==> config.mk <==
export PLATFORM = sky130hd
export DESIGN_NAME = uart_tx_arbiter_flat
export DESIGN_NICKNAME = d
export VERILOG_FILES = /design/src/rtl/uart_tx_arbiter_pkg.sv /design/src/rtl/uart_tx_arbiter_if.sv /design/src/rtl/uart_tx_arbiter_rr_pick.sv /design/src/rtl/uart_tx_arbiter.sv /design/src/flat_wrapper.sv
export SDC_FILE = /design/constraint.sdc
export NUM_CORES = 1
export LEC_CHECK = 0
export CAP_MARGIN = 20
export CORE_ASPECT_RATIO = 0.75
export CORE_MARGIN = 4
export CORE_UTILIZATION = 48
export CTS_CLUSTER_DIAMETER = 100
export CTS_CLUSTER_SIZE = 16
export DETAILED_ROUTE_END_ITERATION = 8
export HOLD_SLACK_MARGIN = 0.1
export PLACE_DENSITY = 0.8
export SETUP_SLACK_MARGIN = 0.2
export SLEW_MARGIN = 20
export SYNTH_ARGS = -nofsm -noshare
export SYNTH_HDL_FRONTEND = slang
export SYNTH_SLANG_ARGS = --single-unit
==> constraint.sdc <==
create_clock -name clk -period 3.1 [get_ports clk]
set_input_delay 0.62 -clock clk [delete_from_list [all_inputs] [get_ports clk]]
set_output_delay 0.62 -clock clk [all_outputs]
set_load 0.05 [all_outputs]
==> src/rtl/uart_tx_arbiter_pkg.sv <==
// Shared types and helpers for the UART transmit arbiter.
// Holds the arbiter state encoding and the requester-index width rule.
package uart_arb_pkg;

  typedef enum logic [0:0] {
    ARB_IDLE,
    ARB_LOCKED
  } arb_state_e;

  // Index width for n requesters; never narrower than one bit.
  function automatic int unsigned id_width(input int unsigned n);
    if (n <= 2) begin
      return 1;
    end
    return $clog2(n);
  endfunction

endpackage

==> src/rtl/uart_tx_arbiter_if.sv <==
// Producer-side and UART-side byte handshakes of the transmit arbiter.
// The arbiter uses the slave view; the surrounding producers and UART core use master.
interface uart_tx_arbiter_if #(
  parameter int unsigned NUM_REQ       = 3,
  parameter int unsigned BITS_PER_WORD = 8
);

  logic [NUM_REQ-1:0]               req_valid;
  logic [NUM_REQ*BITS_PER_WORD-1:0] req_data;
  logic [NUM_REQ-1:0]               req_last;
  logic [NUM_REQ-1:0]               req_ready;
  logic                             m_valid;
  logic [BITS_PER_WORD-1:0]         m_data;
  logic                             m_ready;

  modport slave (
    input  req_valid,
    input  req_data,
    input  req_last,
    output req_ready,
    output m_valid,
    output m_data,
    input  m_ready
  );

  modport master (
    output req_valid,
    output req_data,
    output req_last,
    input  req_ready,
    input  m_valid,
    input  m_data,
    output m_ready
  );

endinterface

==> src/rtl/uart_tx_arbiter_rr_pick.sv <==
// Combinational circular first-one search: the first set bit of req at or
// after ptr, wrapping past N-1 back to 0.
module rr_pick
  import uart_arb_pkg::*;
#(
  parameter int unsigned N = 3,
  parameter int unsigned W = id_width(N)
) (
  input  logic [N-1:0] req,
  input  logic [W-1:0] ptr,
  output logic [W-1:0] idx,
  output logic         found
);

  logic [W:0] cand;

  // One extra bit holds ptr+k before the explicit wrap, so N need not be a power of two.
  always_comb begin
    idx   = '0;
    found = 1'b0;
    cand  = '0;
    for (int unsigned k = 0; k < N; k++) begin
      cand = {1'b0, ptr} + (W+1)'(k);
      if (cand >= (W+1)'(N)) begin
        cand = cand - (W+1)'(N);
      end
      if (!found && req[cand[W-1:0]]) begin
        found = 1'b1;
        idx   = cand[W-1:0];
      end
    end
  end

endmodule

==> src/rtl/uart_tx_arbiter.sv <==
// Round-robin byte arbiter with packet locking and a lock watchdog, feeding
// a single-register output slot into the UART core transmit input.
module uart_tx_arbiter
  import uart_arb_pkg::*;
#(
  parameter int unsigned NUM_REQ       = 3,
  parameter int unsigned BITS_PER_WORD = 8,
  parameter int unsigned LOCK_TIMEOUT  = 1024
) (
  input  logic                         clk,
  input  logic                         rstn,
  uart_tx_arbiter_if.slave             bus,
  output logic [id_width(NUM_REQ)-1:0] grant_id,
  output logic                         locked,
  output logic                         timeout_err
);

  localparam int unsigned IW = id_width(NUM_REQ);
  localparam int unsigned WW = $clog2(LOCK_TIMEOUT + 1);

  arb_state_e               state, state_nx;
  logic [IW-1:0]            ptr, ptr_nx;
  logic [IW-1:0]            owner, owner_nx;
  logic [IW-1:0]            grant_nx;
  logic [IW-1:0]            rr_idx, pick;
  logic                     rr_found, pick_ok;
  logic                     slot_free, accept, acc_last;
  logic [BITS_PER_WORD-1:0] acc_data;
  logic [NUM_REQ-1:0]       ready;
  logic [WW-1:0]            wdog, wdog_nx;
  logic                     tout_nx;
  logic                     m_valid_q, m_valid_nx;
  logic [BITS_PER_WORD-1:0] m_data_q, m_data_nx;

  function automatic logic [IW-1:0] next_id(input logic [IW-1:0] id);
    if (id == IW'(NUM_REQ - 1)) begin
      return '0;
    end
    return id + 1'b1;
  endfunction

  rr_pick #(
    .N (NUM_REQ),
    .W (IW)
  ) u_pick (
    .req   (bus.req_valid),
    .ptr   (ptr),
    .idx   (rr_idx),
    .found (rr_found)
  );

  // Nothing is offered while reset is held, so req_ready reads 0 during reset.
  always_comb begin
    slot_free = !m_valid_q || bus.m_ready;
    pick      = (state == ARB_LOCKED) ? owner : rr_idx;
    pick_ok   = (state == ARB_LOCKED) ? bus.req_valid[owner] : rr_found;
    accept    = rstn && slot_free && pick_ok;
    acc_data  = '0;
    acc_last  = 1'b0;
    ready     = '0;
    for (int unsigned i = 0; i < NUM_REQ; i++) begin
      if (pick == IW'(i)) begin
        acc_data = bus.req_data[i*BITS_PER_WORD +: BITS_PER_WORD];
        acc_last = bus.req_last[i];
        ready[i] = accept;
      end
    end
  end

  always_comb begin
    state_nx   = state;
    ptr_nx     = ptr;
    owner_nx   = owner;
    wdog_nx    = wdog;
    tout_nx    = 1'b0;
    grant_nx   = grant_id;
    m_valid_nx = m_valid_q;
    m_data_nx  = m_data_q;
    if (accept) begin
      m_valid_nx = 1'b1;
      m_data_nx  = acc_data;
      grant_nx   = pick;
      wdog_nx    = '0;
      if (acc_last) begin
        state_nx = ARB_IDLE;
        ptr_nx   = next_id(pick);
      end else begin
        state_nx = ARB_LOCKED;
        owner_nx = pick;
      end
    end else begin
      if (bus.m_ready) begin
        m_valid_nx = 1'b0;
      end
      // Only an owner with nothing to offer ages the lock; back-pressure never does.
      if (state == ARB_LOCKED && !bus.req_valid[owner]) begin
        if (wdog == WW'(LOCK_TIMEOUT - 1)) begin
          state_nx = ARB_IDLE;
          ptr_nx   = next_id(owner);
          wdog_nx  = '0;
          tout_nx  = 1'b1;
        end else begin
          wdog_nx = wdog + 1'b1;
        end
      end
    end
  end

  always_ff @(posedge clk or negedge rstn) begin
    if (!rstn) begin
      state       <= ARB_IDLE;
      ptr         <= '0;
      owner       <= '0;
      wdog        <= '0;
      grant_id    <= '0;
      timeout_err <= 1'b0;
      m_valid_q   <= 1'b0;
      m_data_q    <= '0;
    end else begin
      state       <= state_nx;
      ptr         <= ptr_nx;
      owner       <= owner_nx;
      wdog        <= wdog_nx;
      grant_id    <= grant_nx;
      timeout_err <= tout_nx;
      m_valid_q   <= m_valid_nx;
      m_data_q    <= m_data_nx;
    end
  end

  assign bus.req_ready = ready;
  assign bus.m_valid   = m_valid_q;
  assign bus.m_data    = m_data_q;
  assign locked        = (state == ARB_LOCKED);

endmodule

==> src/flat_wrapper.sv <==
// flat-port wrapper written by rule: the top's interface ports become plain ports
module uart_tx_arbiter_flat import uart_arb_pkg::*;
#(
  parameter int unsigned NUM_REQ       = 3,
  parameter int unsigned BITS_PER_WORD = 8,
  parameter int unsigned LOCK_TIMEOUT  = 1024
)
  (clk, rstn, grant_id, locked, timeout_err, bus_req_valid, bus_req_data, bus_req_last, bus_req_ready, bus_m_valid, bus_m_data, bus_m_ready);
  uart_tx_arbiter_if #(.NUM_REQ(NUM_REQ), .BITS_PER_WORD(BITS_PER_WORD)) bus_i ();
  input  logic clk;
  input  logic rstn;
  output logic [id_width(NUM_REQ)-1:0] grant_id;
  output logic locked;
  output logic timeout_err;
  input wire logic [$bits(bus_i.req_valid)-1:0] bus_req_valid;
  input wire logic [$bits(bus_i.req_data)-1:0] bus_req_data;
  input wire logic [$bits(bus_i.req_last)-1:0] bus_req_last;
  output wire logic [$bits(bus_i.req_ready)-1:0] bus_req_ready;
  output wire logic [$bits(bus_i.m_valid)-1:0] bus_m_valid;
  output wire logic [$bits(bus_i.m_data)-1:0] bus_m_data;
  input wire logic [$bits(bus_i.m_ready)-1:0] bus_m_ready;
  assign bus_i.req_valid = bus_req_valid;
  assign bus_i.req_data = bus_req_data;
  assign bus_i.req_last = bus_req_last;
  assign bus_req_ready = bus_i.req_ready;
  assign bus_m_valid = bus_i.m_valid;
  assign bus_m_data = bus_i.m_data;
  assign bus_i.m_ready = bus_m_ready;
  uart_tx_arbiter #(.NUM_REQ(NUM_REQ), .BITS_PER_WORD(BITS_PER_WORD), .LOCK_TIMEOUT(LOCK_TIMEOUT)) u_core (.clk(clk), .rstn(rstn), .bus(bus_i), .grant_id(grant_id), .locked(locked), .timeout_err(timeout_err));
endmodule
-- Word-level counts from Yosys, hierarchy flattened
Index checks and enable logic that the tools add are counted.
- memories kept: 0
- word-level logic and storage cells: 101
- input bits: 33
- memory bits (read-only): 0
- bits in writable memories: 0
- flip-flop bits (word level): 28
- output and inout bits: 16
- latch bits: 0
- shift operators: 0
- bitwise operators: 1
- reductions and logical operators: 17
- div/mod/pow operators: 0
- add/sub/neg operators: 8
- multipliers: 0
- multiplexer cells: 55
- eq/ne operators: 5
- magnitude comparators: 7
- operators with widths (operator ; count):
    two-way mux 11 bit ; 3
    two-way mux 1 bit ; 30
    two-way mux 2 bit ; 15
    two-way mux 8 bit ; 3
    less-than comparator 2 x 3 -> 1 bit (second input constant) ; 4
    adder 11 x 1 -> 11 bit (second input constant) ; 1
    == test 11 x 10 -> 1 bit (second input constant) ; 1
    binary-select mux 1 bit (select 2 bit) ; 4
    >= comparator 3 x 2 -> 1 bit (second input constant) ; 2
    nonzero test 2 bit ; 3
    subtractor 2 bit (second input constant) ; 3
    logical AND 1 bit ; 5
    adder 2 x 1 -> 2 bit (second input constant) ; 2
    == test 2 bit (second input constant) ; 2
    logical NOT 1 bit ; 4
    AND reduction 2 bit ; 2
    adder 2 x 1 -> 3 bit (second input constant) ; 1
    adder 2 x 2 -> 3 bit (second input constant) ; 1
    AND reduction 3 bit ; 1
    == test 2 x 1 -> 1 bit (second input constant) ; 1
    >= comparator 2 bit (second input constant) ; 1
    logical NOT 2 bit ; 1
    inequality test 2 bit (second input constant) ; 1
    logical OR 1 bit ; 1
    inverter 1 bit ; 1

-- Depth between registers and ports, before layout
- depth after elaboration: 21
- depth in mapped cells: 10
- depth with buffers taken out: 9

-- By module
Synthesis repeated with hierarchy kept, for this count alone.
- cells, all modules: 189
- area, all modules: 1755.4 µm²
- by module, submodules not included (module ; times used ; area an instance (µm²) ; cells each ; seq. area each (µm²)):
    uart_tx_arbiter ; 1 ; 1555.2 ; 163 ; 700.7
    rr_pick ; 1 ; 200.2 ; 26 ; 0.0

-- Least setup slack after synthesis
No wires, ideal clock.
- kind: flip-flop to output port
- from: register u_core.state, in the netlist u_core.locked
- to: output bus_req_ready[0]
- slack: 0.035 ns
- path buffers: 2
- data arrival time: 2.445 ns
- cell stages (with the launch flop): 9
- cells stage by stage: dfrtp_1 buf_4 nand3b_1 a21oi_1 a221o_1 a31oi_4 buf_6 nand2_1 nor2_1
- cells in the longest elaborated chain, start to end: 3
- elaborated cells between the ends (all ways): 5
- those cells by class: mux: 3; reduce/logical: 2
- ends and longest elaborated chain (element ; line ; text):
    from (decl) ; uart_tx_arbiter.sv:21 ; arb_state_e state, state_nx;
    from (signal assigned) ; uart_tx_arbiter.sv:120 ; state <= state_nx;
    two-way mux 2 bit or two-way mux 1 bit (tied branches) ; uart_tx_arbiter.sv:55, uart_tx_arbiter.sv:56 ;
    logical NOT 2 bit or logical AND 1 bit (tied branches) ; uart_tx_arbiter.sv:62, uart_tx_arbiter.sv:57 ;
    two-way mux 1 bit * ; uart_tx_arbiter.sv:62 ; if (pick == IW'(i)) begin
    to (decl) ; flat_wrapper.sv:18 ; output wire logic [$bits(bus_i.req_ready)-1:0] bus_req_ready;
Mark *: on every way between the ends. The rest lies on a longest branch, timed or not.

-- Worst setup path after layout
- from: register u_core.ptr[0]
- to: output bus_req_ready[2]
- cells in the longest elaborated chain, start to end: 14
- elaborated cells between the ends (all ways): 32
- those cells by class: add/sub: 5; order compare: 3; eq/ne: 1; mux: 18; reduce/logical: 5
- ends and longest elaborated chain (element ; line ; text):
    from (decl) ; uart_tx_arbiter.sv:22 ; logic [IW-1:0] ptr, ptr_nx;
    from (signal assigned) ; uart_tx_arbiter.sv:121 ; ptr <= ptr_nx;
    branches (longest 13 deep; another with adder 2 x 1 -> 3 bit) ; - ;
    two-way mux 1 bit * ; uart_tx_arbiter.sv:62 ;
Mark *: on every way between the ends. The select of a mux whose other input is x is not followed.

==> flow_summary.toml <==
[status]
status = "complete, no violations"

[floorplan]
die-height_um = 60.7
dieArea_mm2 = 0.00475
io-pin-count = 49
die_w_um = 78.2
start_util_pct = 51.9
rows = 18
coreArea_mm2 = 0.00342

[synthesis]
synth.area.top_cells = "dfrtp_1 39%, mux2_1 5.1%, o21ai_1 4.2%"
synth_ff_type = "dfrtp_1"
yosysSeqAreaShare_pct = 39.5
syn_nets = 226
async_flop_share_pct = 100
avgSynthCellArea_um2 = 9.44
synth_cells = 188
synth_common_cells = "28 x dfrtp_1, 19 x nand2_1, 15 x nor2_1, 15 x o21ai_1"
synth-edff-count = 0
syn_area_mm2 = 0.00178
ys_types = 49
synth_most_common_cell = "dfrtp_1"
ys_warn_count = 0
postSynthRegisterBits = 28
synth_top_area_share_pct = 39.5
yosys.area.top_type = "dfrtp_1"

[finish]
multiInputGateArea_mm2 = 0.00108
drive_gt1_share_pct = 17.7
diodes = 0
design_area_mm2 = 0.00253
final_nets = 282
area_delta_synth_final_pct = 42.8
regArea_um2 = 701
fill_cells = 249

[hold_path]
hold_path_depth = 1
hold_path.class = "reg -> reg"

[setup_path]
r2r-start = "u_core.ptr[0]"
critPathKind = "reg -> out"
r2r_slack_ns = 0.48
path_max_fanout = 3
slowest_delay_ns = 0.40
endpoint = "bus_req_ready[2]"
rr_endpoint = "u_core.ptr[1]"
cp-end-kind = "primary output"
crit_path_start = "u_core.ptr[0]"
path_cells = "inv_2 -> ha_1 -> mux2i_1 -> nor2_1 -> nor3_1 -> a311o_2 -> nor2_4 -> buf_12"
cp_slowest_cell = "dfrtp_1"
crit_cells = 8
reg2reg_depth = 11
start_kind = "flop"
critPathArrivalTime_ns = 2.26
cp_num_buf_inv = 2
required_ns = 2.48
cp_top_family = "simple AND/OR/NAND/NOR gates"

[sta]
setup_viol_count_final = 0
worst_slew_pin_slew_ns = 0.524
hold_viol = 0
grt_setup_unrepaired = "false"
slew_headroom_pct = 64.9
timing.final.max_slew_violations = 0
tns_ns = 0
fin_skew_ns = 0.00502
finalCriticalPeriod_ns = 2.88
fin_ws_ns = 0.218
fmax_mhz = 347
fin_crit_sh_pct = 93.0

[power]
seqPwrFrac_pct = 22.3
combPwrFrac_pct = 66.3
ir_worst_vdd_v = 0.000800
power.share.clock_pct = 11.4
power_density_mw_per_mm2 = 1020
p_switching_mw = 1.22
leakagePower_nw = 1.10
power_mw = 2.57
swShare_pct = 47.4
p_int_mw = 1.35

[routing]
drc = 0
wl_um = 4670
ant_nets = 0
viasPerCell = 5.68
vias = 1664
first_iter_violations = 95
first_pass_iters = 4
wl_per_cell_um = 15.9

[clocking]
clock-sinks = 28
clk_path_buf_depth = 2
clkTransAtPathRegs_ns = 0.10
cts_buffers = 3
cts_tree = "yes"
htree_num_levels = 1
cts_root_buf = "clkbuf_8"
insertion_delay_ns = 0.28
cts_hold_buf = 0

[global_route]
grt-ovfl-total = 0
antenna_found_initial = 0
grt_max_degree = 29
grt_usage_pct = 20.0
grt_pass1_wl_um = 7380
grt_pass1_vias = 1534

[job]
cap_viol_max_count = 0

[place]
io_buffer_count = 48
preCtsSetupSlack_ns = 0.0332
placed_cell_area_mm2 = 0.00236
place_hpwl_um = 3420
routabilityCongestion = 0.867
-- power by group through the flow --
| stage | clock (mW) | combinational, mW | sequential (mW) |
|---|---|---|---|
| 6_report | 0.293 | 1.71 | 0.574 |
| 5_1_grt | 0.315 | 1.82 | 0.590 |
| 4_1_cts | 0.296 | 1.58 | 0.573 |
| 3_5_place_dp | 0 | 1.54 | 0.576 |
| 3_3_place_gp | 0 | 1.53 | 0.573 |
| 2_1_floorplan | 0 | 0.862 | 0.798 |
-- placed cells by master (no fill, tap or decap), drive strengths merged, types with 3 or more instances in the layout --
| master | n |
|---|---|
| a31oi | 3 |
| a21o | 3 |
| or2 | 3 |
| inv | 5 |
| and2 | 3 |
| nor3 | 4 |
| mux2 | 10 |
| nor2 | 15 |
| dfrtp | 28 |
| clkdlybuf4s50 | 42 |
| a21oi | 7 |
| ha | 5 |
| buf | 15 |
| o21ai | 22 |
| nand4 | 3 |
| nand3 | 7 |
| clkbuf | 3 |
| mux2i | 6 |
| nand2 | 19 |
| a22oi | 8 |
| nand2b | 3 |
-- worst min path at each step --
| stage | start | endpoint | slack [ns] |
|---|---|---|---|
| 6_report | u_core.grant_id[1] | u_core.grant_id[1] | 0.49 |
| 5_1_grt | u_core.bus.m_data[6] | u_core.bus.m_data[6] | 0.53 |
| 4_1_cts | u_core.grant_id[1] | u_core.grant_id[1] | 0.50 |
| 3_5_place_dp | u_core.grant_id[1] | u_core.grant_id[1] | 0.47 |
| 3_3_place_gp | u_core.bus.m_data[4] | u_core.bus.m_data[4] | 0.47 |
| 2_1_floorplan | rstn | u_core.bus.m_data[0] | 0.32 |
-- through the flow --
stage	util [%]	hold slack [ns]	std cells
3_3_place_gp	68.9	0.468	284
6_report	74.0	0.489	293
3_5_place_dp	68.9	0.469	284
4_1_cts	71.5	0.496	289
2_1_floorplan	-	0.324	188
5_1_grt	74.0	0.528	293
-- cell type report --
class,instances,share of cell area (%)
well taps,50,2.47
multi-input cells,146,42.5
inverters,5,0.740
clock buffers,3,1.63
clock inverters,1,1.18
flip-flops and latches,28,27.6
repair buffers,60,23.8
-- metal layers --
layer / share of wire [%] / global-route usage, %
met5: 0 / 0
met3: 7.4 / 5.64
met2: 45 / 31.0
met1: 46 / 28.1
met4: 0.90 / 5.24
-- state kept, by name, indices dropped and copies added, names as in the netlist --
signal              cells
u_core.owner            2
u_core.bus.m_valid      1
u_core.locked           1
u_core.ptr              2
u_core.bus.m_data       8
u_core.wdog            11
u_core.timeout_err      1
u_core.grant_id         2
-- worst register-to-register path, stage by stage (launching register included) --
cell,delay (ns)
dfrtp_1,0.40
inv_2,0.10
ha_1,0.23
mux2i_1,0.25
nor2_1,0.06
nor3_1,0.38
a311oi_4,0.17
buf_4,0.16
buf_4,0.12
buf_4,0.17
a31oi_4,0.17
mux2_4,0.31
-- timing repair --
| item | 4_1_cts | 5_1_grt |
|---|---|---|
| buffers inserted | 1 | 4 |
| hold endpoints to repair | 0 | 0 |
| pin swaps | 4 | 4 |
| gates resized for setup | 5 | 14 |
| endpoints found under the setup margin | 3 | 3 |
-- cells by family (layout without fill, tap and decap cells) --
group | Yosys count | in the layout | share of synthesized area (%)
AOI/OAI and AO/OA | 58 | 58 | 23.8
xor gates and xnor gates | 1 | 1 | 0.493
adders and majority gates | 5 | 5 | 3.52
buffers and inverters | 14 | 69 | 3.95
DFF | 28 | 28 | 39.5
muxes | 16 | 16 | 9.94
and+or+nand+nor | 66 | 66 | 18.8
Note: power is estimated with default switching activity, not from simulation.
